**src/rtl/s2_control_pipe.sv**
```systemverilog
// Stage-2 control for the 3-stage RV32IM core: decode, operand forwarding,
// load-use interlock, M-extension stall sequencing and the s2->s3 control register.
module s2_control_pipe #(
  parameter bit MULDIV_EN  = 1'b1,
  parameter int MUL_CYCLES = 4,
  parameter int DIV_CYCLES = 33,
  parameter int RF_AW      = 5
) (
  input  logic             clk,
  input  logic             rst_n,
  input  logic [31:0]      instruction_s2,
  input  logic             valid_s2,
  input  logic             flush,
  input  logic [RF_AW-1:0] rd_s4,
  input  logic             regwen_s4,
  output logic [1:0]       rs1_sel,
  output logic [1:0]       rs2_sel,
  output logic             a_sel,
  output logic             b_sel,
  output logic             brun,
  output logic [3:0]       alu_sel,
  output logic             md_start,
  output logic [2:0]       md_op,
  output logic             stall,
  output logic             valid_s3,
  output logic             regwen_s3,
  output logic             mem_wen_s3,
  output logic             is_load_s3,
  output logic [RF_AW-1:0] rd_s3
);

  localparam logic [6:0] OPC_LUI    = 7'b0110111;
  localparam logic [6:0] OPC_AUIPC  = 7'b0010111;
  localparam logic [6:0] OPC_JAL    = 7'b1101111;
  localparam logic [6:0] OPC_BRANCH = 7'b1100011;
  localparam logic [6:0] OPC_LOAD   = 7'b0000011;
  localparam logic [6:0] OPC_STORE  = 7'b0100011;
  localparam logic [6:0] OPC_IMM    = 7'b0010011;
  localparam logic [6:0] OPC_REG    = 7'b0110011;

  localparam int N_MAX = (DIV_CYCLES > MUL_CYCLES) ? DIV_CYCLES : MUL_CYCLES;
  localparam int CNT_W = $clog2(N_MAX + 1);
  localparam logic [CNT_W-1:0] MUL_LOAD = CNT_W'(MUL_CYCLES - 1);
  localparam logic [CNT_W-1:0] DIV_LOAD = CNT_W'(DIV_CYCLES - 1);

  typedef enum logic [1:0] {IDLE, BUSY, DONE} md_state_t;

  md_state_t        md_state;
  logic [CNT_W-1:0] md_cnt;

  logic [6:0]       opcode;
  logic [2:0]       funct3;
  logic [6:0]       funct7;
  logic [RF_AW-1:0] rd_s2, rs1_s2, rs2_s2;
  logic             is_lui, is_auipc, is_jal, is_branch, is_load, is_store, is_imm, is_reg;
  logic             is_mext, m_op, illegal, op_ok;
  logic             use_rs1, use_rs2, s3_fwd_ok, load_use, m_go, mem_wen;
  logic [CNT_W-1:0] m_len_m1;

  function automatic logic [3:0] alu_code(input logic [2:0] f3, input logic alt);
    logic [3:0] code;
    case (f3)
      3'b000:  code = alt ? 4'd12 : 4'd0;
      3'b001:  code = 4'd1;
      3'b010:  code = 4'd2;
      3'b011:  code = 4'd11;
      3'b100:  code = 4'd4;
      3'b101:  code = alt ? 4'd13 : 4'd5;
      3'b110:  code = 4'd6;
      default: code = 4'd7;
    endcase
    return code;
  endfunction

  assign opcode = instruction_s2[6:0];
  assign funct3 = instruction_s2[14:12];
  assign funct7 = instruction_s2[31:25];
  assign rd_s2  = instruction_s2[7 +: RF_AW];
  assign rs1_s2 = instruction_s2[15 +: RF_AW];
  assign rs2_s2 = instruction_s2[20 +: RF_AW];

  assign is_lui    = (opcode == OPC_LUI);
  assign is_auipc  = (opcode == OPC_AUIPC);
  assign is_jal    = (opcode == OPC_JAL);
  assign is_branch = (opcode == OPC_BRANCH);
  assign is_load   = (opcode == OPC_LOAD);
  assign is_store  = (opcode == OPC_STORE);
  assign is_imm    = (opcode == OPC_IMM);
  assign is_reg    = (opcode == OPC_REG);

  // With the M unit compiled out, M encodings flow down the pipe as bubbles
  assign is_mext = is_reg && (funct7 == 7'b0000001);
  assign m_op    = is_mext && (MULDIV_EN == 1'b1);
  assign illegal = is_mext && (MULDIV_EN == 1'b0);
  assign op_ok   = valid_s2 && !illegal;

  assign use_rs1 = !(is_lui || is_auipc || is_jal);
  assign use_rs2 = is_reg || is_store || is_branch;

  always_comb begin
    alu_sel = 4'd0;
    if (is_lui)
      alu_sel = 4'd15;
    else if (is_imm)
      alu_sel = alu_code(funct3, instruction_s2[30] && (funct3 == 3'b101));
    else if (is_reg && !is_mext)
      alu_sel = alu_code(funct3, instruction_s2[30]);
  end

  assign a_sel = is_auipc || is_jal || is_branch;
  assign b_sel = !is_reg;
  assign brun  = is_branch && funct3[1];
  assign md_op = funct3;

  // Loads in s3 have no data yet; they are covered by the load-use interlock instead
  assign s3_fwd_ok = valid_s3 && regwen_s3 && !is_load_s3;

  always_comb begin
    rs1_sel = 2'b00;
    rs2_sel = 2'b00;
    if (use_rs1 && (rs1_s2 != '0)) begin
      if (s3_fwd_ok && (rs1_s2 == rd_s3))
        rs1_sel = 2'b10;
      else if (regwen_s4 && (rs1_s2 == rd_s4))
        rs1_sel = 2'b01;
    end
    if (use_rs2 && (rs2_s2 != '0)) begin
      if (s3_fwd_ok && (rs2_s2 == rd_s3))
        rs2_sel = 2'b10;
      else if (regwen_s4 && (rs2_s2 == rd_s4))
        rs2_sel = 2'b01;
    end
  end

  assign load_use = op_ok && valid_s3 && is_load_s3 && (rd_s3 != '0) &&
                    ((use_rs1 && (rs1_s2 == rd_s3)) || (use_rs2 && (rs2_s2 == rd_s3)));

  assign m_go     = op_ok && m_op && !flush && !load_use && (md_state == IDLE);
  assign m_len_m1 = funct3[2] ? DIV_LOAD : MUL_LOAD;
  assign md_start = rst_n && m_go;
  assign stall    = rst_n && !flush && (load_use || m_go || (md_state == BUSY));
  assign mem_wen  = is_store && valid_s2 && !stall && !flush;

  // M-op sequencer: the launch cycle plus the BUSY cycles make up the N stalled cycles
  always_ff @(posedge clk or negedge rst_n) begin
    if (!rst_n) begin
      md_state <= IDLE;
      md_cnt   <= '0;
    end else if (flush) begin
      md_state <= IDLE;
      md_cnt   <= '0;
    end else begin
      case (md_state)
        IDLE: begin
          if (m_go) begin
            if (m_len_m1 == '0) begin
              md_state <= DONE;
              md_cnt   <= '0;
            end else begin
              md_state <= BUSY;
              md_cnt   <= m_len_m1;
            end
          end
        end
        BUSY: begin
          md_cnt <= md_cnt - CNT_W'(1);
          if (md_cnt <= CNT_W'(1)) begin
            md_state <= DONE;
            md_cnt   <= '0;
          end
        end
        default: begin
          md_state <= IDLE;
          md_cnt   <= '0;
        end
      endcase
    end
  end

  // s2 -> s3 control register boundary
  always_ff @(posedge clk or negedge rst_n) begin
    if (!rst_n) begin
      valid_s3   <= 1'b0;
      regwen_s3  <= 1'b0;
      mem_wen_s3 <= 1'b0;
      is_load_s3 <= 1'b0;
      rd_s3      <= '0;
    end else if (stall || flush || !op_ok) begin
      valid_s3   <= 1'b0;
      regwen_s3  <= 1'b0;
      mem_wen_s3 <= 1'b0;
      is_load_s3 <= 1'b0;
      rd_s3      <= '0;
    end else begin
      valid_s3   <= 1'b1;
      regwen_s3  <= !(is_store || is_branch) && (rd_s2 != '0);
      mem_wen_s3 <= mem_wen;
      is_load_s3 <= is_load;
      rd_s3      <= rd_s2;
    end
  end

endmodule

```
**config.mk**
```make
export PLATFORM = sky130hd
export DESIGN_NAME = s2_control_pipe
export DESIGN_NICKNAME = d
export VERILOG_FILES = /design/src/rtl/s2_control_pipe.sv
export SDC_FILE = /design/constraint.sdc
export NUM_CORES = 1
export LEC_CHECK = 0
export BUFFER_PORTS_ARGS = -buffer_cell sky130_fd_sc_hd__buf_2
export CORE_MARGIN = 2
export CORE_UTILIZATION = 45
export DETAILED_ROUTE_END_ITERATION = 10
export PLACE_DENSITY = 0.77
export SKIP_CTS_REPAIR_TIMING = 1
export SYNTH_ARGS = -nofsm -noshare
export SYNTH_HDL_FRONTEND = slang
export SYNTH_SLANG_ARGS = --single-unit
```
**constraint.sdc**
```tcl
create_clock -name clk -period 2.8 [get_ports clk]
set_input_delay 0.56 -clock clk [delete_from_list [all_inputs] [get_ports clk]]
set_output_delay 0.56 -clock clk [all_outputs]
set_load 0.05 [all_outputs]
```
# Word level (Yosys, flattened, before mapping)
# Index checks and enable logic that the tools add are counted.
dict set report totals {
  ff_bits 17
  input_bits 42
  out_inout_bits 25
}
dict set report op_classes {
  n_addsub 1
  n_lt_le_gt_ge 1
  n_eq_ne 22
  n_mux 31
  reduce_logical 58
}
# cell count
set op_table {}
lappend op_table {{4-bit one-hot mux with 7 select lines} 2}
lappend op_table {{6-bit two-way mux} 5}
lappend op_table {{1-bit logical AND} 29}
lappend op_table {{4-bit two-way mux} 7}
lappend op_table {{7-bit by 6-bit == test with 1-bit output, second input constant} 3}
lappend op_table {{5-bit == test} 4}
lappend op_table {{5-bit nonzero test} 4}
lappend op_table {{2-bit two-way mux} 8}
lappend op_table {{7-bit by 5-bit == test with 1-bit output, second input constant} 2}
lappend op_table {{7-bit == test, second input constant} 2}
lappend op_table {{1-bit logical OR} 12}
lappend op_table {{6-bit one-hot mux with 2 select lines} 1}
lappend op_table {{3-bit == test, second input constant} 3}
lappend op_table {{1-bit zero test} 9}
lappend op_table {{7-bit by 1-bit == test with 1-bit output, second input constant} 1}
lappend op_table {{7-bit by 2-bit == test with 1-bit output, second input constant} 1}
lappend op_table {{3-bit by 2-bit == test with 1-bit output, second input constant} 2}
lappend op_table {{6-bit by 1-bit <= comparator with 1-bit output, second input constant} 1}
lappend op_table {{6-bit zero test} 1}
lappend op_table {{1-bit two-way mux} 6}
lappend op_table {{6-bit by 1-bit subtractor with 6-bit output, second input constant} 1}
lappend op_table {{5-bit two-way mux} 1}
lappend op_table {{2-bit one-hot mux with 2 select lines} 1}
lappend op_table {{3-bit by 1-bit == test with 1-bit output, second input constant} 1}
lappend op_table {{6 further kinds} 6}

# Logic depth before layout (Yosys ltp)
dict set report logic_depth {
  depth_word 17
  mapped_depth 6
  depth_no_buf 6
}

# Worst setup path before layout
# Ideal clock, no wire load.
dict set report synth_timing {
  path_type {reg-to-output}
  from {register rd_s3[3]}
  to {output md_start}
  t_arrival_ps 3011
  path_slack_ps -771
  stages_incl_launch_ff 5
  n_path_buf 0
  cell_sequence {dfrtp_1 -> or4_1 -> o211ai_1 -> nor3_1 -> nor4_1}
}
dict set report synth_between {
  elab_chain_cells 8
  elab_cells_between_ends 12
  cone_classes {eq/ne: 2; reduce/logical: 10}
}
# element line_no
set synth_lines {}
lappend synth_lines {{start: declaration} 29} ;# output logic [RF_AW-1:0] rd_s3
lappend synth_lines {{start signal: assignment} 199} ;# rd_s3 <= rd_s2;
lappend synth_lines {{5-bit == test} 136} ;# ((use_rs1 && (rs1_s2 == rd_s3)) || (use_rs2 && (rs2_s2 == rd_s3)));
lappend synth_lines {{1-bit logical AND} 136}
lappend synth_lines {{1-bit logical OR} 136}
lappend synth_lines {{1-bit logical AND *} 135} ;# assign load_use = op_ok && valid_s3 && is_load_s3 && (rd_s3 != '0) &&
lappend synth_lines {{1-bit zero test *} 138} ;# assign m_go = op_ok && m_op && !flush && !load_use && (md_state == IDLE);
lappend synth_lines {{1-bit logical AND * (2 in a row)} 138}
lappend synth_lines {{1-bit logical AND *} 140} ;# assign md_start = rst_n && m_go;
lappend synth_lines {{end: declaration} 22} ;# output logic md_start,
# Every way passes the cells marked *; elsewhere a longest branch is shown, timed or not.

# Worst setup path in the final report
# Ends and elaborated chain as after synthesis.

==> flow_summary.json <==
{
  "combPwrFrac_pct": 49.3,
  "r2r-end": "md_cnt[0]",
  "num_vias": 1596,
  "root_buffer": "clkbuf_4",
  "p_sw_mw": 0.411,
  "setup_ws_ns": 0.0529,
  "p_leak_nw": 0.979,
  "multiInputGateArea_um2": 1030,
  "via_per_inst": 5.48,
  "holdCritPathClass": "input port to asynchronous set/reset pin",
  "place_area_um2": 1930,
  "p_sw_share_pct": 42.2,
  "antenna_left": 0,
  "clockPowerShare_pct": 13.6,
  "clkSinkCount": 17,
  "slowest_stage": "or4_4",
  "cts_made_buffers": 3,
  "p_seq_share_pct": 37.2,
  "numPortBuffers": 66,
  "antenna_cells": 0,
  "synthArstFlopShare_pct": 100,
  "fin_skew_ns": 0.00165,
  "cp-start-kind": "register",
  "drtIter0Drc": 54,
  "fin_area_um2": 2020,
  "rsz0062_at_grt": "true",
  "path_class": "register to primary output",
  "worst_setup_path_end_kind": "primary output",
  "synth_edf_count": 0,
  "finalCritPeriodShare_pct": 98.1,
  "cts_max_path_buffers": 2,
  "rows": 20,
  "fp.dieH_um": 60.8,
  "p_int_mw": 0.563,
  "synth_area_um2": 1450,
  "peakVddDrop_v": 0.000421,
  "die-area_um2": 3700,
  "powerDensity_nw_per_um2": 481,
  "seq_area_um2": 425,
  "routedWlPerCell_um": 13.7,
  "ys_types": 49,
  "cts_tree": "built",
  "cp_max_fo": 3,
  "slew_headroom_pct": 72.0,
  "overflow": 0,
  "reg2reg_from": "rd_s3[3]",
  "die_w_um": 60.8,
  "antenna_found_initial": 0,
  "hpwl_mm": 3.18,
  "core_um2": 3050,
  "ys_ff_latch": 17,
  "wl_mm": 3.99,
  "arrival_ns": 2.19,
  "worstPathRequired_ns": 2.24,
  "ys_warn_count": 0,
  "drc_errors": 0,
  "drtPass1Iterations": 4,
  "grt_max_degree": 18,
  "boundaryPins": 67,
  "track_usage_pct": 21.5,
  "syn-num-nets": 210,
  "postSynthCellCount": 166,
  "dp_slack_ns": -0.000111,
  "clkLatencyLatePin_ns": 0.28,
  "grt_pass1_wl_mm": 6.16,
  "clock.fmax_ghz": 0.364,
  "period_minus_slack_ns": 2.75,
  "final_max_slew_viol_count": 0,
  "area_growth_pct": 39.4,
  "initial_core_util_pct": 47.6,
  "final_layout_size_suffix_gt1_share_pct": 44.1,
  "nFillCells": 274,
  "final_hold_viol_count": 0,
  "cts_max_level": 1,
  "worst_slew_pin_slew_ns": 0.416,
  "finalNetCount": 292,
  "clk_pin_slew_worst_paths_ns": 0.11,
  "slowest_delay_ns": 0.53,
  "yosys_most_used_dff": "dfrtp_1",
  "seq_area_frac_synth_pct": 29.3,
  "drv_cap": 0,
  "setup_viol": 0,
  "status": "complete, no violations",
  "crit_chain": "or4_4 > o211ai_1 > nor3_2 > buf_4 > nor4_4 > buf_6",
  "grt_pass1_vias": 1478,
  "r2r_setup_slack_ns": 0.56,
  "place_congestion": 0.822,
  "syn_area_per_cell_um2": 8.75,
  "worst_r2r_path_depth": 6
}
cells in the final DEF, fill, tap and decap left out, types with 6 or more instances in the layout:
cell type,synthesis,routed
nor3_1,10,8
nand2_1,15,15
dfrtp_1,17,17
inv_1,6,6
buf_2,0,64
nand3_1,7,7
o21ai_0,7,6
xnor2_1,12,12
xor2_1,9,9
nor2_1,13,13
buf_4,4,17
through the flow:
step,setup TNS [ns],power (mW),std cells,hold WS (ns),utilization [%]
floorplan,-0.271,0.697,166,0.264,-
global placement,0,0.819,282,0.530,63.1
detailed placement,-0.000111,0.830,282,0.540,63.1
CTS,-0.0705,0.959,286,0.230,64.0
global route,-0.130,1.06,291,0.219,66.3
finish,0,0.974,291,0.227,66.3
per-layer routing:
| metal | track usage, % | wire (um) | share of wire (%) |
|---|---|---|---|
| met2 | 39.0 | 2010 | 50 |
| met1 | 28.1 | 1750 | 44 |
| met4 | 3.42 | 8 | 0.20 |
| met3 | 2.35 | 228 | 5.7 |
| met5 | 0 | 0 | 0 |
worst max-delay path, delay by kind of cell, from the launching register on:
family	cells	cell delay (ns)
simple gates	3	0.88
compound gates	1	0.27
flops	1	0.40
buf+inv	2	0.36
synth_stat cells (2+ instances only):
library cell  instances  area share, %
nor4_1                7            3.0
o22ai_1               2           0.86
nand3_1               7            2.4
a21oi_1               3            1.0
nand4_1               3            1.3
a21o_1                3            1.6
or3_1                 3            1.3
nor4b_1               2            1.2
o211ai_1              2            1.0
or4_1                 6            3.1
xnor2_1              12            7.2
o21bai_1              2            1.0
nand2b_1              3            1.3
inv_1                 6            1.6
mux2_4                2            2.1
nand2_1              15            3.9
o21ai_0               7            2.4
nor3_1               10            3.4
buf_4                 4            2.1
nor2_1               13            3.4
dfrtp_1              17             29
ha_1                  2            1.7
xor2_1                9            5.4
how the worst max path moves through the flow:
stage	slack [ns]	end	startpoint
final	0.05	md_start	rd_s3[3]
after global routing	-0.08	md_start	rd_s3[3]
after floorplan	-0.22	md_start	instruction_s2[27]
after CTS	-0.07	md_start	rd_s3[3]
after detailed placement	-0.0001	md_start	instruction_s2[27]
after global placement	0.05	stall	instruction_s2[27]
power groups by stage:
stage / Sequential, mW / Clock [mW] / Combinational [mW]
4_1_cts: 0.363 / 0.131 / 0.465
3_3_place_gp: 0.366 / 0 / 0.454
6_report: 0.362 / 0.132 / 0.480
3_5_place_dp: 0.366 / 0 / 0.464
5_1_grt: 0.374 / 0.150 / 0.535
2_1_floorplan: 0.379 / 0 / 0.318
cell type report:
cell class	count	share of cell area [%]
well taps	44	2.72
clock inverters	1	0.247
inverters	6	1.11
multi-input cells	138	51.1
clock buffers	3	1.11
repair buffers	82	22.7
flip-flops and latches	17	21.0
registers in the layout, summed over array words and instances (netlist names):
| register | count |
|---|---|
| valid_s3 | 1 |
| rd_s3 | 5 |
| regwen_s3 | 1 |
| is_load_s3 | 1 |
| md_state | 2 |
| md_cnt | 6 |
| mem_wen_s3 | 1 |
cell families after synthesis:
logic type | Yosys count | synth area share, %
AOI/OAI and AO/OA | 31 | 16.3
and+or+nand+nor | 82 | 34.0
muxes | 2 | 2.07
adders and majority gates | 2 | 1.72
DFF | 17 | 29.3
buffers and inverters | 11 | 3.96
xor gates and xnor gates | 21 | 12.7
No activity file was read; power rests on OpenSTA's default activity.
